--- src/rtl/systolic_sequencer.sv ---
// Job sequencer for a ROWS x COLS systolic MAC array: loads weights, streams skewed activations, drains, signals done.
// Optional busy-cycle counter on perf_cycles when SYSTOLIC_SEQ_PERF_EN is defined.
module systolic_sequencer #(
  parameter int ROWS   = 4,
  parameter int COLS   = 4,
  parameter int DATA_W = 8,
  parameter int CNT_W  = 8
) (
  input  logic                     clk,
  input  logic                     rst,
  input  logic                     start,
  input  logic [CNT_W-1:0]         num_vectors,
  output logic                     busy,
  output logic                     done,
  output logic                     w_rd_en,
  output logic [$clog2(ROWS)-1:0]  w_rd_addr,
  input  logic [COLS*DATA_W-1:0]   w_data,
  output logic                     act_rd_en,
  output logic [CNT_W-1:0]         act_rd_addr,
  input  logic [ROWS*DATA_W-1:0]   act_data,
  output logic [ROWS-1:0]          pe_load_weights,
  output logic [COLS*DATA_W-1:0]   pe_weights,
  output logic [ROWS-1:0]          pe_valid,
  output logic [ROWS*DATA_W-1:0]   pe_data,
  output logic [2:0]               state_dbg
`ifdef SYSTOLIC_SEQ_PERF_EN
  ,
  output logic [31:0]              perf_cycles
`endif
);

  localparam int AW   = $clog2(ROWS);
  localparam int RW   = $clog2(ROWS + 1);
  localparam int DLEN = ROWS + COLS + 1;
  localparam int DW   = $clog2(DLEN);
  localparam logic [RW-1:0] ROW_LAST   = RW'(ROWS);
  localparam logic [DW-1:0] DRAIN_LAST = DW'(DLEN - 1);

  typedef enum logic [2:0] {
    S_IDLE   = 3'd0,
    S_LOAD_W = 3'd1,
    S_STREAM = 3'd2,
    S_DRAIN  = 3'd3,
    S_DONE   = 3'd4
  } state_t;

  state_t           state, state_nxt;
  logic [CNT_W-1:0] k_q;
  logic [RW-1:0]    row_cnt;
  logic [CNT_W-1:0] vec_cnt;
  logic [DW-1:0]    drain_cnt;
  logic [ROWS-1:0]  ld_q;
  logic             rd_vld;
  logic             accept;

  assign accept    = (state == S_IDLE) && start;
  assign state_dbg = state;

  always_ff @(posedge clk or negedge rst) begin
    if (!rst) state <= S_IDLE;
    else      state <= state_nxt;
  end

  always_comb begin
    state_nxt = state;
    case (state)
      S_IDLE:   if (start) state_nxt = S_LOAD_W;
      S_LOAD_W: if (row_cnt == ROW_LAST) state_nxt = (k_q != '0) ? S_STREAM : S_DONE;
      S_STREAM: if (vec_cnt == k_q - 1'b1) state_nxt = S_DRAIN;
      S_DRAIN:  if (drain_cnt == DRAIN_LAST) state_nxt = S_DONE;
      S_DONE:   state_nxt = S_IDLE;
      default:  state_nxt = S_IDLE;
    endcase
  end

  always_comb begin
    busy        = 1'b0;
    done        = 1'b0;
    w_rd_en     = 1'b0;
    w_rd_addr   = '0;
    act_rd_en   = 1'b0;
    act_rd_addr = '0;
    case (state)
      S_LOAD_W: begin
        busy = 1'b1;
        if (row_cnt < ROW_LAST) begin
          w_rd_en   = 1'b1;
          w_rd_addr = row_cnt[AW-1:0];
        end
      end
      S_STREAM: begin
        busy        = 1'b1;
        act_rd_en   = 1'b1;
        act_rd_addr = vec_cnt;
      end
      S_DRAIN: busy = 1'b1;
      S_DONE: begin
        busy = 1'b1;
        done = 1'b1;
      end
      default: ;
    endcase
  end

  // vec_cnt stops at K-1 so a full 2^CNT_W-1 job never wraps the address
  always_ff @(posedge clk or negedge rst) begin
    if (!rst) begin
      k_q       <= '0;
      row_cnt   <= '0;
      vec_cnt   <= '0;
      drain_cnt <= '0;
    end else if (accept) begin
      k_q       <= num_vectors;
      row_cnt   <= '0;
      vec_cnt   <= '0;
      drain_cnt <= '0;
    end else begin
      case (state)
        S_LOAD_W: if (row_cnt != ROW_LAST) row_cnt <= row_cnt + 1'b1;
        S_STREAM: if (vec_cnt != k_q - 1'b1) vec_cnt <= vec_cnt + 1'b1;
        S_DRAIN:  if (drain_cnt != DRAIN_LAST) drain_cnt <= drain_cnt + 1'b1;
        default: ;
      endcase
    end
  end

  always_ff @(posedge clk or negedge rst) begin
    if (!rst) begin
      ld_q   <= '0;
      rd_vld <= 1'b0;
    end else begin
      ld_q   <= w_rd_en ? (ROWS'(1) << w_rd_addr) : '0;
      rd_vld <= act_rd_en;
    end
  end

  assign pe_load_weights = ld_q;
  assign pe_weights      = w_data;

  // Lane r is r+1 registers deep, giving the diagonal skew the array expects
  for (genvar r = 0; r < ROWS; r++) begin : g_lane
    logic [DATA_W-1:0] d_q [0:r];
    logic [r:0]        v_q;

    always_ff @(posedge clk or negedge rst) begin
      if (!rst) begin
        v_q <= '0;
        for (int j = 0; j <= r; j++) d_q[j] <= '0;
      end else begin
        v_q[0] <= rd_vld;
        d_q[0] <= act_data[r*DATA_W +: DATA_W];
        for (int j = 1; j <= r; j++) begin
          v_q[j] <= v_q[j-1];
          d_q[j] <= d_q[j-1];
        end
      end
    end

    assign pe_valid[r]                  = v_q[r];
    assign pe_data[r*DATA_W +: DATA_W]  = d_q[r];
  end

`ifdef SYSTOLIC_SEQ_PERF_EN
  always_ff @(posedge clk or negedge rst) begin
    if (!rst)                           perf_cycles <= '0;
    else if (accept)                    perf_cycles <= '0;
    else if (busy && perf_cycles != '1) perf_cycles <= perf_cycles + 1'b1;
  end
`endif

endmodule

--- config.mk ---
export PLATFORM = sky130hd
export DESIGN_NAME = systolic_sequencer
export DESIGN_NICKNAME = d
export VERILOG_FILES = /design/src/rtl/systolic_sequencer.sv
export SDC_FILE = /design/constraint.sdc
export NUM_CORES = 1
export LEC_CHECK = 0
export CAP_MARGIN = 20
export CELL_PAD_IN_SITES_DETAIL_PLACEMENT = 0
export CELL_PAD_IN_SITES_GLOBAL_PLACEMENT = 1
export CORE_ASPECT_RATIO = 1.4
export CORE_MARGIN = 5
export CORE_UTILIZATION = 30
export DETAILED_ROUTE_END_ITERATION = 6
export GPL_TIMING_DRIVEN = 0
export PLACE_DENSITY_LB_ADDON = 0.1
export REMOVE_ABC_BUFFERS = 1
export SLEW_MARGIN = 10
export SYNTH_ARGS = -nofsm -noshare
export SYNTH_HDL_FRONTEND = slang
export SYNTH_SLANG_ARGS = --single-unit
--- constraint.sdc ---
create_clock -name clk -period 2.01 [get_ports clk]
set_input_delay 0.201 -clock clk [delete_from_list [all_inputs] [get_ports clk]]
set_output_delay 0.201 -clock clk [all_outputs]
set_load 0.005 [all_outputs]
==> results of run 1 <==
[area by class of cell]
type	count	area [um2]	share of cell area (%)
sequential	115	2880	47.9
timing repair buffer	128	1260	20.9
clock inverter	15	170	2.83
inverter	10	40.0	0.665
clock buffer	17	425	7.06
multi-input combinational	134	1020	16.9
tap	185	231	3.84
[cell usage in the layout, fill, tap and decap left out, types with 7 or more instances in the layout]
cell and count:
buf_4 19, buf_6 7, clkbuf_16 17, clkdlybuf4s50_1 86, dfrtp_1 110, inv_1 7
nand2_1 32, nor2_1 14, xor2_1 7
[final timing paths]
kind,endpoint,slack [ns],depth (start not counted)
min in group asynchronous,pe_data[25]$_DFF_PN0_,0.31,2
hold / removal,g_lane[2].d_q[21]$_DFF_PN0_,0.24,1
setup / recovery,vec_cnt[5]$_DFFE_PN0P_,-0.04,7
max in group asynchronous,state_dbg[0]$_DFFE_PN0P_,0.99,3
setup reg to reg,vec_cnt[5]$_DFFE_PN0P_,-0.04,7
hold reg to reg,g_lane[2].d_q[8]$_DFF_PN0_,0.34,0
[kinds of logic (layout without fill, tap and decap cells)]
family | Yosys count | in the layout | synth area share [%]
compound gates | 23 | 23 | 3.70
xor+xnor | 17 | 17 | 3.52
fa+ha+maj | 7 | 7 | 2.07
buf+inv | 73 | 170 | 11.8
flops | 115 | 115 | 68.1
mux | 5 | 5 | 1.18
simple gates | 82 | 82 | 9.65
[routing by layer]
| metal | GRT usage, % | wire [um] |
|---|---|---|
| met5 | 0 | 0 |
| met2 | 18.7 | 4590 |
| met3 | 5.83 | 885 |
| met1 | 14.8 | 4010 |
| met4 | 5.55 | 125 |
[power by group through the flow]
| stage | clock network [mW] | registers (mW) | logic [mW] |
|---|---|---|---|
| floorplan | 0 | 2.95 | 0.927 |
| global placement | 0 | 3.03 | 1.65 |
| detailed placement | 0 | 3.02 | 1.68 |
| CTS | 3.08 | 2.98 | 2.35 |
| global route | 3.18 | 3.06 | 2.70 |
| finish | 2.97 | 3.00 | 2.47 |
[state kept, by name, indices dropped and copies added (netlist names), 3 cells and up]
signal	cells
g_lane.d_q	56
row_cnt	3
k_q	8
state_dbg	3
pe_load_weights	4
drain_cnt	4
vec_cnt	8
pe_data	24
g_lane.v_q	4
[per-stage QoR]
stage | cells | area, um2 | hold slack (ns) | utilization (%) | setup WS [ns]
2_1_floorplan | 259 | 3770 | -0.0946 | - | -0.342
3_3_place_gp | 543 | 4990 | 0.331 | 36.0 | -3.67
3_5_place_dp | 544 | 5020 | 0.171 | 36.2 | -0.894
4_1_cts | 601 | 5920 | 0.211 | 42.8 | -0.0724
5_1_grt | 604 | 6020 | 0.213 | 43.5 | -0.146
6_report | 604 | 6020 | 0.236 | 43.5 | -0.0397
[worst reg2reg max path, cell delays in order (launching register included)]
cell and delay, ns:
dfrtp_2 0.45, nor4_4 0.31, nand3b_1 0.16, xnor2_2 0.20
nor4_4 0.07, buf_4 0.17, or4_4 0.47, a21oi_1 0.15
[repair_timing]
| item | in CTS | in global routing |
|---|---|---|
| pin swaps | 9 | 4 |
| setup buffers | 22 | 4 |
| gates cloned | 2 | 0 |
| endpoints found under the hold margin | 47 | 0 |
| hold buffers | 1 | 0 |
| resized for setup | 57 | 26 |
| setup endpoints to repair | 21 | 16 |
==> run_results.csv, run 1 <==
group,metric,value,unit
run_status,status,"finished, violations left",
run_status,failed_checks,"setup timing",
global_routing,grt_first_pass_wirelength,14800,um
floorplanning,initial_core_util,30.5,%
routing,dr_total_vias,2502,
power_and_ir_drop,p_sw_share,30.4,%
global_routing,grt_overflow,0,
floorplanning,die-area,0.0166,mm2
floorplanning,die_width,110,um
routing,routed_via_density,4.14,
cts,cts_tree,"yes",
critical_path,critPathSlowestCell,"or4_4",
synth,netlist_area,0.00423,mm2
timing,fin_worst_skew,0.00580,ns
critical_path,cp-startpoint,"k_q[3]$_DFFE_PN0P_",
critical_path,crit_arrival,2.37,ns
hold_path,min_path_type,"in2reg",
timing,post-route-period-util,102,%
critical_path,path_class,"reg2reg",
timing,rsz0062_at_grt,"yes",
timing,relSlewSlack,47.1,%
floorplanning,io_pins,164,
critical_path,cp_max_fo,5,
synth,yosys-top-cells-area,"dfrtp_1 (68%), buf_4 (10%), nand2_1 (3.0%), ha_1 (2.1%), xnor2_1 (2.1%)",
global_routing,antenna_found_initial,0,
floorplanning,coreArea,0.0138,mm2
power_and_ir_drop,clkPwrFrac,35.2,%
hold_path,min_from,"act_data[21]",
placed_design,dpl.hpwl,6270,um
synth,synth_top_area_cell,"dfrtp_1",
power_and_ir_drop,p_int,5.87,mW
synth,ys.flop_type,"dfrtp_1",
timing,max_freq,488,MHz
cts,cts_max_level,4,
power_and_ir_drop,ir_drop,0.436,mV
synth,synth_most_common_cell,"dfrtp_1",
floorplanning,chipHeight,150,um
critical_path,cp_num_buf_inv,1,
routing,drc_errors,0,
synth,ys_ff_latch,115,
global_routing,grt_pass1_vias,2676,
critical_path,path_cells,"nor4_4 -> nand3b_1 -> xnor2_2 -> nor4_4 -> buf_4 -> or4_4 -> a21oi_1",
power_and_ir_drop,seqPwrFrac,35.6,%
synth,synth_enable_flop_cells,0,
timing,worst_slew_pin_slew,0.794,ns
timing,setup_viol,2,
timing,hold_violations,0,
critical_path,max_stage_delay,0.46,ns
synth,yosysWarnings,0,
run,maxCapViolations,0,
routing,antenna_left,0,
cts,clk_latency,0.40,ns
routing,dr.pass1.iters,4,
final_layout,finalNetCount,488,
synth,synthTopCellsByCount,"dfrtp_1 (115), buf_4 (58), nand2_1 (34)",
routing,drt-total-wl,9620,um
synth,ys_async_sr_fraction,100,%
routing,first_iter_violations,66,
placed_design,routabilityCongestion,0.709,
power_and_ir_drop,p_leak,2.69,nW
routing,wire_per_inst,15.9,um
synth,ys_seq_area_share,68.1,%
cts,cts.reportedPaths.clkPinSlew,0.06,ns
critical_path,cp_common_cell,"nor4_4",
power_and_ir_drop,p_per_area,1400,mW/mm2
critical_path,regToRegStartpoint,"k_q[3]$_DFFE_PN0P_",
timing,final.min_clock_period,2.05,ns
global_routing,grt_usage,12.3,%
cts,ctsRootBufferMaster,"clkbuf_16",
global_routing,grt_start_max_net_pins,69,
timing,drv_slew,0,
synth,postSynthAreaPerCell,13.1,um2
final_layout,fillCellCount,1315,
floorplanning,rows,51,
final_layout,synthToLayoutAreaGrowth,42.5,%
final_layout,diodes,0,
power_and_ir_drop,totalPowerFinal,8.44,mW
final_layout,drive_above_1_share,23.9,%
timing,setup-tns-final,-0.0463,ns
critical_path,cp.required,2.33,ns
power_and_ir_drop,switchingPower,2.56,mW
cts,cts_buffer_depth,2,
synth,synth_top_area_share,68.1,%
synth,ys_types,35,
critical_path,critPathLaunchType,"flip-flop",
cts,clock_sinks,115,
power_and_ir_drop,comb_power_share,29.2,%
cts,cts_buffers,17,
synth,synthCells,322,
timing,fin_ws,-0.0397,ns
critical_path,cpLargestDelayFamily,"simple AND/OR/NAND/NOR gates",
placed_design,place.port_buffers,99,
critical_path,crit_path_end_kind,"flip-flop",
Power figures use the tool's default switching activity.
==> inputs of run 2 (changes only) <==
- CAP_MARGIN: 20 -> default
==> results of run 2 <==
Same layout as run 1: the final DEF is identical, and so are final timing and power.
==> inputs of run 3 (changes only) <==
- PLACE_DENSITY_LB_ADDON: 0.1 -> 0.2
==> run_results.csv, run 3 (synthesized netlist as in run 1, its figures left out) <==
group,metric,value,unit
global_routing,grt_usage,12.4,%
power_and_ir_drop,seqPwrFrac,35.3,%
run_status,failed_checks,"setup timing",
cts,cts_max_level,4,
floorplanning,rows,51,
timing,hold_violations,0,
routing,antenna_left,0,
placed_design,routabilityCongestion,0.707,
final_layout,final_cell_mix,"dfrtp_1 (110), clkdlybuf4s50_1 (85), nand2_1 (32)",
routing,routed_via_density,4.21,
timing,setup_viol,3,
hold_path,min_path_type,"in2reg",
placed_design,dp_slack,-0.839,ns
final_layout,finalNetCount,487,
critical_path,cp.required,2.28,ns
power_and_ir_drop,ir_drop,0.480,mV
routing,wire_per_inst,16.2,um
power_and_ir_drop,clkPwrFrac,36.6,%
timing,rsz0062_at_grt,"yes",
floorplanning,coreArea,0.0138,mm2
timing,final.min_clock_period,2.04,ns
critical_path,cpLargestDelayFamily,"simple AND/OR/NAND/NOR gates",
cts,ctsRootBufferMaster,"clkbuf_16",
power_and_ir_drop,p_sw_share,28.5,%
cts,clk_latency,0.40,ns
floorplanning,die-area,0.0166,mm2
final_layout,largest_register_ffs,56,
timing,fin_worst_skew,0.00802,ns
critical_path,critPathSlowestCell,"dfrtp_1",
routing,met3_length,925,um
timing,relSlewSlack,45.0,%
timing,fin_ws,-0.0306,ns
final_layout,design_area,0.00600,mm2
final_layout,drive_above_1_share,20.3,%
placed_design,place.port_buffers,99,
run,maxCapViolations,0,
final_layout,diodes,0,
critical_path,crit_arrival,2.31,ns
final_layout,fin_cells,603,
routing,first_iter_violations,110,
final_layout,fin_util,43.3,%
cts,cts_buffer_depth,2,
timing,max_freq,490,MHz
timing,worst_slew_pin_slew,0.826,ns
critical_path,crit_path_end_kind,"flip-flop",
cts,cts_buffers,17,
final_layout,synthToLayoutAreaGrowth,41.9,%
floorplanning,io_pins,164,
timing,worst_hold_slack,0.239,ns
run_status,status,"finished, violations left",
global_routing,grt_overflow,0,
power_and_ir_drop,p_per_area,1410,mW/mm2
routing,route.met2.wl,4750,um
power_and_ir_drop,p_leak,2.73,nW
timing,post-route-period-util,102,%
timing,drv_slew,0,
routing,dr.pass1.iters,4,
floorplanning,die_width,110,um
critical_path,rr_worst_depth,9,
floorplanning,initial_core_util,30.5,%
routing,routedLengthMet1,3930,um
routing,drt-total-wl,9770,um
routing,dr_total_vias,2536,
hold_path,min_path_cells,1,
global_routing,grt_first_pass_wirelength,14900,um
power_and_ir_drop,switchingPower,2.42,mW
cts,cts_tree,"yes",
cts,cts.reportedPaths.clkPinSlew,0.05,ns
critical_path,max_stage_delay,0.39,ns
global_routing,grt_start_max_net_pins,73,
routing,routed.top_layer,"met4",
critical_path,critPathLaunchType,"flip-flop",
placed_design,post_dp_cell_area,0.00502,mm2
final_layout,final_common_cell,"dfrtp_1",
final_layout,top_register,"g_lane.d_q",
critical_path,path_depth,9,
routing,drc_errors,0,
power_and_ir_drop,p_int,6.06,mW
critical_path,path_cells,"inv_2 -> ha_4 -> xnor2_2 -> a211oi_2 -> o211ai_1 -> nor4_4 -> buf_6 -> and2b_2 -> mux2i_1",
floorplanning,chipHeight,150,um
cts,clock_sinks,115,
global_routing,grt_pass1_vias,2745,
placed_design,place_inst,544,
power_and_ir_drop,totalPowerFinal,8.47,mW
placed_design,dpl.hpwl,6600,um
critical_path,cp_max_fo,8,
critical_path,cp_num_buf_inv,2,
timing,setup-tns-final,-0.0503,ns
power_and_ir_drop,comb_power_share,28.2,%
global_routing,antenna_found_initial,0,
critical_path,path_class,"reg2reg",
## run 3: cell types whose count changed in the layout (fill, tap and decap cells not counted), sizes merged
cell | before | now
clkbuf | 18 | 20
inv | 17 | 11
clkdlybuf4s15 | 2 | 1
clkinv | 4 | 7
buf | 35 | 27
bufinv | 2 | 4
dlygate4sd2 | 1 | 8
clkdlybuf4s50 | 86 | 85
clkinvlp | 2 | 1
dlymetal6s2s | 2 | 4
## run 3: layout make-up
class / instances / area [um2]
multi-input combinational: 134 / 965
clock buffer: 19 / 433
timing repair buffer: 127 / 1270
tap: 185 / 231
clock inverter: 13 / 183
sequential: 115 / 2880
fill: 1303 / 7850
inverter: 10 / 37.5
## run 3: layer usage
metal  track usage [%]  up-vias
met3              6.65       13
met4              5.73        0
met2              18.3      103
li1                  -     1155
met1              14.6     1265
met5             0.649        -
## run 3: repair_timing
item                                   4_1_cts  5_1_grt
setup endpoints to repair                   21       12
gates resized for setup                     35       11
hold buffers                                 1        0
cloned                                       0        1
buffers inserted                            21        4
endpoints found under the hold margin       43        0
pin swaps                                   12        8
## run 3: worst paths after layout
kind | startpoint | endpoint | slack [ns]
min | act_data[18] | g_lane[2].d_q[18]$_DFF_PN0_ | 0.24
min in group asynchronous | rst | g_lane[2].d_q[21]$_DFF_PN0_ | 0.29
max in group asynchronous | rst | g_lane[3].d_q[24]$_DFF_PN0_ | 1.03
max | k_q[0]$_DFFE_PN0P_ | vec_cnt[0]$_DFFE_PN0P_ | -0.03
min reg2reg | g_lane[3].d_q[26]$_DFF_PN0_ | g_lane[3].d_q[18]$_DFF_PN0_ | 0.35
max reg2reg | k_q[0]$_DFFE_PN0P_ | vec_cnt[0]$_DFFE_PN0P_ | -0.03
## run 3: power groups by stage
| stage | combinational (mW) | clock [mW] | sequential (mW) |
|---|---|---|---|
| 3_5_place_dp | 1.68 | 0 | 3.02 |
| 6_report | 2.39 | 3.10 | 2.99 |
| 5_1_grt | 2.62 | 3.30 | 3.04 |
| 3_3_place_gp | 1.65 | 0 | 3.02 |
| 4_1_cts | 2.20 | 3.19 | 2.98 |
| 2_1_floorplan | 0.927 | 0 | 2.95 |
